$ cat src/rtl/serial_transmitter_gen.sv
// Push-button driven serial frame transmitter: start bit, MSB-first length field, data bits,
// optional even parity, with a hex display of the remaining bit count.
module serial_transmitter_gen #(
    parameter int unsigned CNT_W       = 4,
    parameter bit          START_LEVEL = 1'b0,
    parameter bit          PARITY_EN   = 1'b0,
    parameter int unsigned SYNC_STAGES = 2
) (
    input  logic       clk,
    input  logic       rst,
    input  logic       SerIn,
    input  logic       ClkPB,
    output logic       SerOut,
    output logic       SerOutValid,
    output logic       Done,
    output logic [6:0] seven_segments
);

    localparam int unsigned IDX_W = 4;

    typedef enum logic [1:0] {StIdle, StCount, StData, StParity} state_e;

    state_e                 state_q, state_d;
    logic [CNT_W-1:0]       cnt_q, cnt_d;
    logic [IDX_W-1:0]       idx_q, idx_d;
    logic                   par_q, par_d;
    logic                   done_q, done_d;
    logic [SYNC_STAGES-1:0] sync_q, sync_d;
    logic                   prev_q;
    logic                   step;
    logic [7:0]             cnt_ext;
    logic [3:0]             nibble;

    assign sync_d = {sync_q[SYNC_STAGES-2:0], ClkPB};
    assign step   = sync_q[SYNC_STAGES-1] & ~prev_q;

    always_comb begin
        state_d = state_q;
        cnt_d   = cnt_q;
        idx_d   = idx_q;
        par_d   = par_q;
        done_d  = 1'b0;
        if (step) begin
            unique case (state_q)
                StIdle: begin
                    if (SerIn == START_LEVEL) begin
                        state_d = StCount;
                        cnt_d   = '0;
                        idx_d   = '0;
                        par_d   = 1'b0;
                    end
                end
                StCount: begin
                    cnt_d = CNT_W'({cnt_q, SerIn});
                    idx_d = idx_q + 1'b1;
                    if (idx_q == IDX_W'(CNT_W - 1)) begin
                        idx_d = '0;
                        if (cnt_d != '0) begin
                            state_d = StData;
                        end else begin
                            state_d = StIdle;
                            done_d  = 1'b1;
                        end
                    end
                end
                StData: begin
                    par_d = par_q ^ SerIn;
                    if (cnt_q != '0) begin
                        cnt_d = cnt_q - 1'b1;
                    end
                    if (cnt_q == CNT_W'(1)) begin
                        if (PARITY_EN) begin
                            state_d = StParity;
                        end else begin
                            state_d = StIdle;
                            done_d  = 1'b1;
                        end
                    end
                end
                StParity: begin
                    state_d = StIdle;
                    done_d  = 1'b1;
                end
                default: state_d = StIdle;
            endcase
        end
    end

    always_ff @(posedge clk) begin
        if (rst) begin
            state_q <= StIdle;
            cnt_q   <= '0;
            idx_q   <= '0;
            par_q   <= 1'b0;
            done_q  <= 1'b0;
            sync_q  <= '0;
            prev_q  <= 1'b0;
        end else begin
            state_q <= state_d;
            cnt_q   <= cnt_d;
            idx_q   <= idx_d;
            par_q   <= par_d;
            done_q  <= done_d;
            sync_q  <= sync_d;
            prev_q  <= sync_q[SYNC_STAGES-1];
        end
    end

    // SerOut in DATA is a pass-through of SerIn, not a registered copy.
    always_comb begin
        SerOut      = 1'b0;
        SerOutValid = 1'b0;
        unique case (state_q)
            StData: begin
                SerOut      = SerIn;
                SerOutValid = 1'b1;
            end
            StParity: begin
                SerOut      = par_q;
                SerOutValid = 1'b1;
            end
            default: begin
                SerOut      = 1'b0;
                SerOutValid = 1'b0;
            end
        endcase
    end

    assign Done    = done_q;
    assign cnt_ext = 8'(cnt_q);
    assign nibble  = cnt_ext[3:0];

    // Active-low segments, bit order {g,f,e,d,c,b,a}.
    always_comb begin
        seven_segments = 7'b1111111;
        unique case (nibble)
            4'h0: seven_segments = 7'b1000000;
            4'h1: seven_segments = 7'b1111001;
            4'h2: seven_segments = 7'b0100100;
            4'h3: seven_segments = 7'b0110000;
            4'h4: seven_segments = 7'b0011001;
            4'h5: seven_segments = 7'b0010010;
            4'h6: seven_segments = 7'b0000010;
            4'h7: seven_segments = 7'b1111000;
            4'h8: seven_segments = 7'b0000000;
            4'h9: seven_segments = 7'b0010000;
            4'hA: seven_segments = 7'b0001000;
            4'hB: seven_segments = 7'b0000011;
            4'hC: seven_segments = 7'b1000110;
            4'hD: seven_segments = 7'b0100001;
            4'hE: seven_segments = 7'b0000110;
            4'hF: seven_segments = 7'b0001110;
            default: seven_segments = 7'b1111111;
        endcase
    end

endmodule

$ cat config.mk
export PLATFORM = sky130hd
export DESIGN_NAME = serial_transmitter_gen
export DESIGN_NICKNAME = d
export VERILOG_FILES = /design/src/rtl/serial_transmitter_gen.sv
export SDC_FILE = /design/constraint.sdc
export NUM_CORES = 1
export LEC_CHECK = 0
export CAP_MARGIN = 25
export CELL_PAD_IN_SITES_DETAIL_PLACEMENT = 1
export CELL_PAD_IN_SITES_GLOBAL_PLACEMENT = 1
export CORE_MARGIN = 2
export CORE_UTILIZATION = 48
export CTS_BUF_LIST = sky130_fd_sc_hd__clkbuf_4
export DETAILED_ROUTE_END_ITERATION = 16
export PLACE_DENSITY = 0.91
export SETUP_SLACK_MARGIN = 0.02
export SYNTH_ARGS = -nofsm -noshare
export SYNTH_HDL_FRONTEND = slang
export SYNTH_SLANG_ARGS = --single-unit
$ cat constraint.sdc
create_clock -name clk -period 5.6 [get_ports clk]
set_input_delay 1.12 -clock clk [delete_from_list [all_inputs] [get_ports clk]]
set_output_delay 1.12 -clock clk [all_outputs]
set_load 0.1 [all_outputs]
; ---- After elaboration in Yosys (flattened, before gate mapping)
; Memories as Yosys holds them, arrays and structs flattened. A register that Yosys moved wholly into a read port is not among the register bits.
; Index checks and enable logic that the tools add are counted.
; Widths: inputs -> output; s select.
[op_classes]
n_eq_ne = 9
mux = 20
n_reduce_logical = 12
bitwise_logic = 4
addsub = 2
[ops]
columns = operator, count
row1 = $mux 4, 5
row2 = $pmux 4 s3, 1
row3 = $mux 2, 4
row4 = $ne 2x2->1 const B, 4
row5 = $pmux 2 s4, 1
row6 = $pmux 4 s2, 1
row7 = $reduce_and 4->1, 2
row8 = $reduce_bool 4->1, 2
row9 = $reduce_and 3->1, 2
row10 = $mux 1, 5
row11 = $add 4x1->4 const B, 1
row12 = $eq 2x2->1 const B, 2
row13 = $eq 4x1->1 const B, 1
row14 = $eq 4x2->1 const B, 1
row15 = $pmux 1 s2, 2
row16 = $reduce_bool 2->1, 2
row17 = $reduce_or 2->1, 2
row18 = $sub 4x1->4 const B, 1
row19 = $pmux 1 s3, 1
row20 = $reduce_bool 3->1, 1
row21 = $eq 2x1->1 const B, 1
row22 = $logic_not 2->1, 1
row23 = $not 1->1, 2
row24 = $and 1x1->1, 1
row25 = $xor 1x1->1, 1
[totals]
ff_bits = 15
elab_cells = 55
output_inout_bits = 10
memories = 1
romBits = 112
[mem_list]
columns = name, depth, width, read_ports, rd_ports_with_merged_regs, wr, line_no
row1 = (no name shown), 16, 7, 1, 1, 0, 136  ; unique case (nibble)

; ---- Depth between registers and ports, before layout
[logic_depth]
ltp_word = 5
depth_mapped = 12
ltp_nobuf = 11

; ---- Least setup slack after synthesis
; OpenSTA, ideal clock, no wires.
[synth_path]
path_kind = input to output
startpoint = in SerIn
endpoint = out SerOut
slack_ns = 2.618
n_path_buf = 0
stages = 1
t_arrival_ns = 1.862
cell_sequence = a22o_1
[synth_between]
elab_chain_len = 1
[synth_rtl]
columns = item, line_no
row1 = from (decl), 11  ; input logic SerIn,
row2 = $pmux 1 s2, 113  ; unique case (state_q)
row3 = to (decl), 13  ; output logic SerOut,
; No other way between the ends.

; ---- Final worst setup path
; Ends and elaborated chain as after synthesis.

==> flow_summary.toml <==
[critical_path]
worstPathCellList = "clkdlybuf4s50_1, a22o_1, clkdlybuf4s50_1"
cp_slowest_cell = "clkdlybuf4s50_1"
worst_path_dominant_cell_family = "buffers and inverters"
critPathMaxStageDelay_ns = 1.13
crit_fanout = 7
reg2reg_to = "seven_segments[0]"
cp_common_cell = "clkdlybuf4s50_1"
r2r_cells = 11
r2r_start = "state_q[0]"
r2r_slack_ns = 2.39
worstPathArrival_ns = 2.99
endpoint_kind = "primary output"
crit_type = "in2out"
cp-start-kind = "input port"
crit_buf_inv = 2
worstPathRequired_ns = 4.48

[sta]
whs_ns = 0.453
worstMarginPinSlew_ns = 0.974
rsz0062_at_grt = "false"
max_freq_ghz = 0.244
hold_viol = 0
max-slew-margin-rel = 0.349
fin_crit_ns = 4.11
fin_setup_tns_ns = 0
fin_crit_sh = 0.733
setup_violations = 0
slew_violations = 0
fin_skew_ns = 0.00618

[drt]
top_layer = "met4"
viasPerCell = 5.94
first_pass_iters = 4
route.vias.total = 1199
wl_per_cell_um = 16.7
route.met2.wl_um = 1780
drc_errors = 0
met3_length_um = 106
drt_wl_total_um = 3380
drt_iter0_markers = 19
drt-met1-wl_um = 1390
ant_nets = 0

[die]
core_um2 = 2730
pin_count = 14
start_util = 0.503
die_x_um = 57.5
dieArea_um2 = 3310
rows = 19
die_y_um = 57.5

[power_and_ir_drop]
leakage_nw = 0.586
power.density_nw_per_um2 = 188
ir_drop_mv = 0.164

[finish]
stdcell_count = 202
area_growth_pct = 15.0
layout.nets = 191
final_layout_size_suffix_gt1_frac = 0.0936
fillers = 342
diodes = 0
design_area_um2 = 1580

[logic_synthesis]
synthCells = 158
synth_area_leaders = "dfxtp_1, ha_1, a21oi_1, nand2_1, nor2b_1"
synth_top_area_share = 0.320
netlist_area_um2 = 1380
synth_nets = 177
yosysWarnings = 0
ys_seq_area_frac = 0.320
post_synth.cell_area_avg_um2 = 8.70
synth_seq_cells = 22
yosysTopAreaCell = "dfxtp_1"
yosysUniqueCellTypes = 43

[place]
hpwl_um = 2540
dp.cells = 198
placed_cell_area_um2 = 1530
portBuffers = 13
gp_congestion = 0.885

[worst_hold_path]
min_to = "sync_q[1]"
min_path_cells = 1
min-delay-start = "sync_q[0]"
holdCritPathClass = "reg2reg"

[global_routing]
grt_usage = 0.229
grt_pass1_wl_um = 5830
overflow = 0
antenna_found_initial = 0
grt_max_degree = 20
grt_pass1_vias = 1221

[outcome]
outcome = "finished clean"

[cts]
cts_root_buf = "clkbuf_4"
path_clk_slew_ns = 0.12
cts_resized = 0
hold_buffers = 0
clkLatencyLatePin_ns = 0.32
htree_num_levels = 1
clock-sinks = 22
cts_tree = "yes"
cts_buffers = 3
post-cts-setup-buffer-count = 0
max-clock-path-buffers = 2

[flow_run]
maxCapViolations = 0
## Yosys cell counts, drive strengths merged
| cell | n |
|---|---|
| nor4 | 1 |
| xor2 | 1 |
| a21oi | 13 |
| a32oi | 2 |
| or2 | 2 |
| and4bb | 1 |
| o211ai | 2 |
| clkbuf | 4 |
| a22o | 2 |
| nor3b | 1 |
| o21bai | 1 |
| mux2 | 1 |
| nand2b | 5 |
| a211oi | 2 |
| or3 | 1 |
| or4 | 2 |
| a311oi | 1 |
| nor2b | 9 |
| a31o | 1 |
| and2 | 2 |
| a2111oi | 1 |
| nand2 | 16 |
| inv | 11 |
| a31oi | 3 |
| a221oi | 2 |
| nor3 | 1 |
| nor2 | 11 |
| mux2i | 5 |
| o21ai | 8 |
| ha | 15 |
| dfxtp | 22 |
| o22ai | 1 |
| a21boi | 4 |
| nand4 | 1 |
| nand3 | 3 |
## cells in the final DEF (no fill, tap or decap), types with 2 or more instances in the layout
| master | instances |
|---|---|
| a21boi_0 | 2 |
| a22o_1 | 2 |
| nor2b_1 | 9 |
| dfxtp_1 | 22 |
| clkdlybuf4s50_1 | 13 |
| clkbuf_4 | 3 |
| and2_1 | 2 |
| inv_1 | 10 |
| nor2_1 | 11 |
| a32oi_1 | 2 |
| o21ai_0 | 8 |
| nand3_1 | 3 |
| a31oi_1 | 2 |
| ha_1 | 15 |
| nand2b_1 | 5 |
| a211oi_1 | 2 |
| a221oi_1 | 2 |
| nand2_1 | 16 |
| a21oi_1 | 12 |
| mux2i_1 | 5 |
## registers in the layout, summed over array words and instances, names as in the netlist
name and count:
prev_q 1, seven_segments 7, state_q 2, idx_q 4, sync_q 2, cnt_q 4
Done 1, par_q 1
## worst max path at each step
stage	startpoint	to	slack, ns	cells after the start
finish	SerIn	SerOut	1.49	3
global route	SerIn	SerOut	1.44	3
CTS	SerIn	SerOut	1.48	3
detailed placement	SerIn	SerOut	1.49	3
global placement	SerIn	SerOut	1.53	3
floorplan	SerIn	SerOut	2.62	1
## per-stage QoR
step / setup WS [ns] / utilization / total power [mW]
finish: 1.49 / 0.578 / 0.298
global placement: 1.53 / 0.559 / 0.177
detailed placement: 1.49 / 0.559 / 0.178
floorplan: 2.62 / - / 0.172
global route: 1.44 / 0.578 / 0.308
CTS: 1.48 / 0.578 / 0.300
## area by class of cell
class                   count  area (um2)  area share
clock inverters             1        30.0      0.0190
well taps                  31        38.8      0.0245
flip-flops and latches     22         440       0.278
repair buffers             13         130      0.0823
multi-input cells         121         878       0.555
inverters                  11        41.3      0.0261
clock buffers               3        22.5      0.0142
## power breakdown
group	switching, mW	internal [mW]	total (mW)	leakage (nW)
combinational	0.0102	0.00586	0.0161	0.380
sequential	0.000629	0.158	0.158	0.178
clock	0.0510	0.0724	0.123	0.0279
## cells by family after synthesis
family,count (synthesis),share of synthesized area
adder cells (fa/ha/maj),15,0.136
AO/OA/AOI/OAI,43,0.220
AND/OR/NAND/NOR,56,0.231
flip-flops,22,0.320
XOR/XNOR,1,0.00637
multiplexers,6,0.0446
buffers and inverters,15,0.0409
## per-layer routing
layer  GRT usage  vias up
met4       0.133        0
met3      0.0295       13
li1            -      581
met5           0        -
met1       0.276      572
met2       0.388       33
No activity file was read; power rests on OpenSTA's default activity.
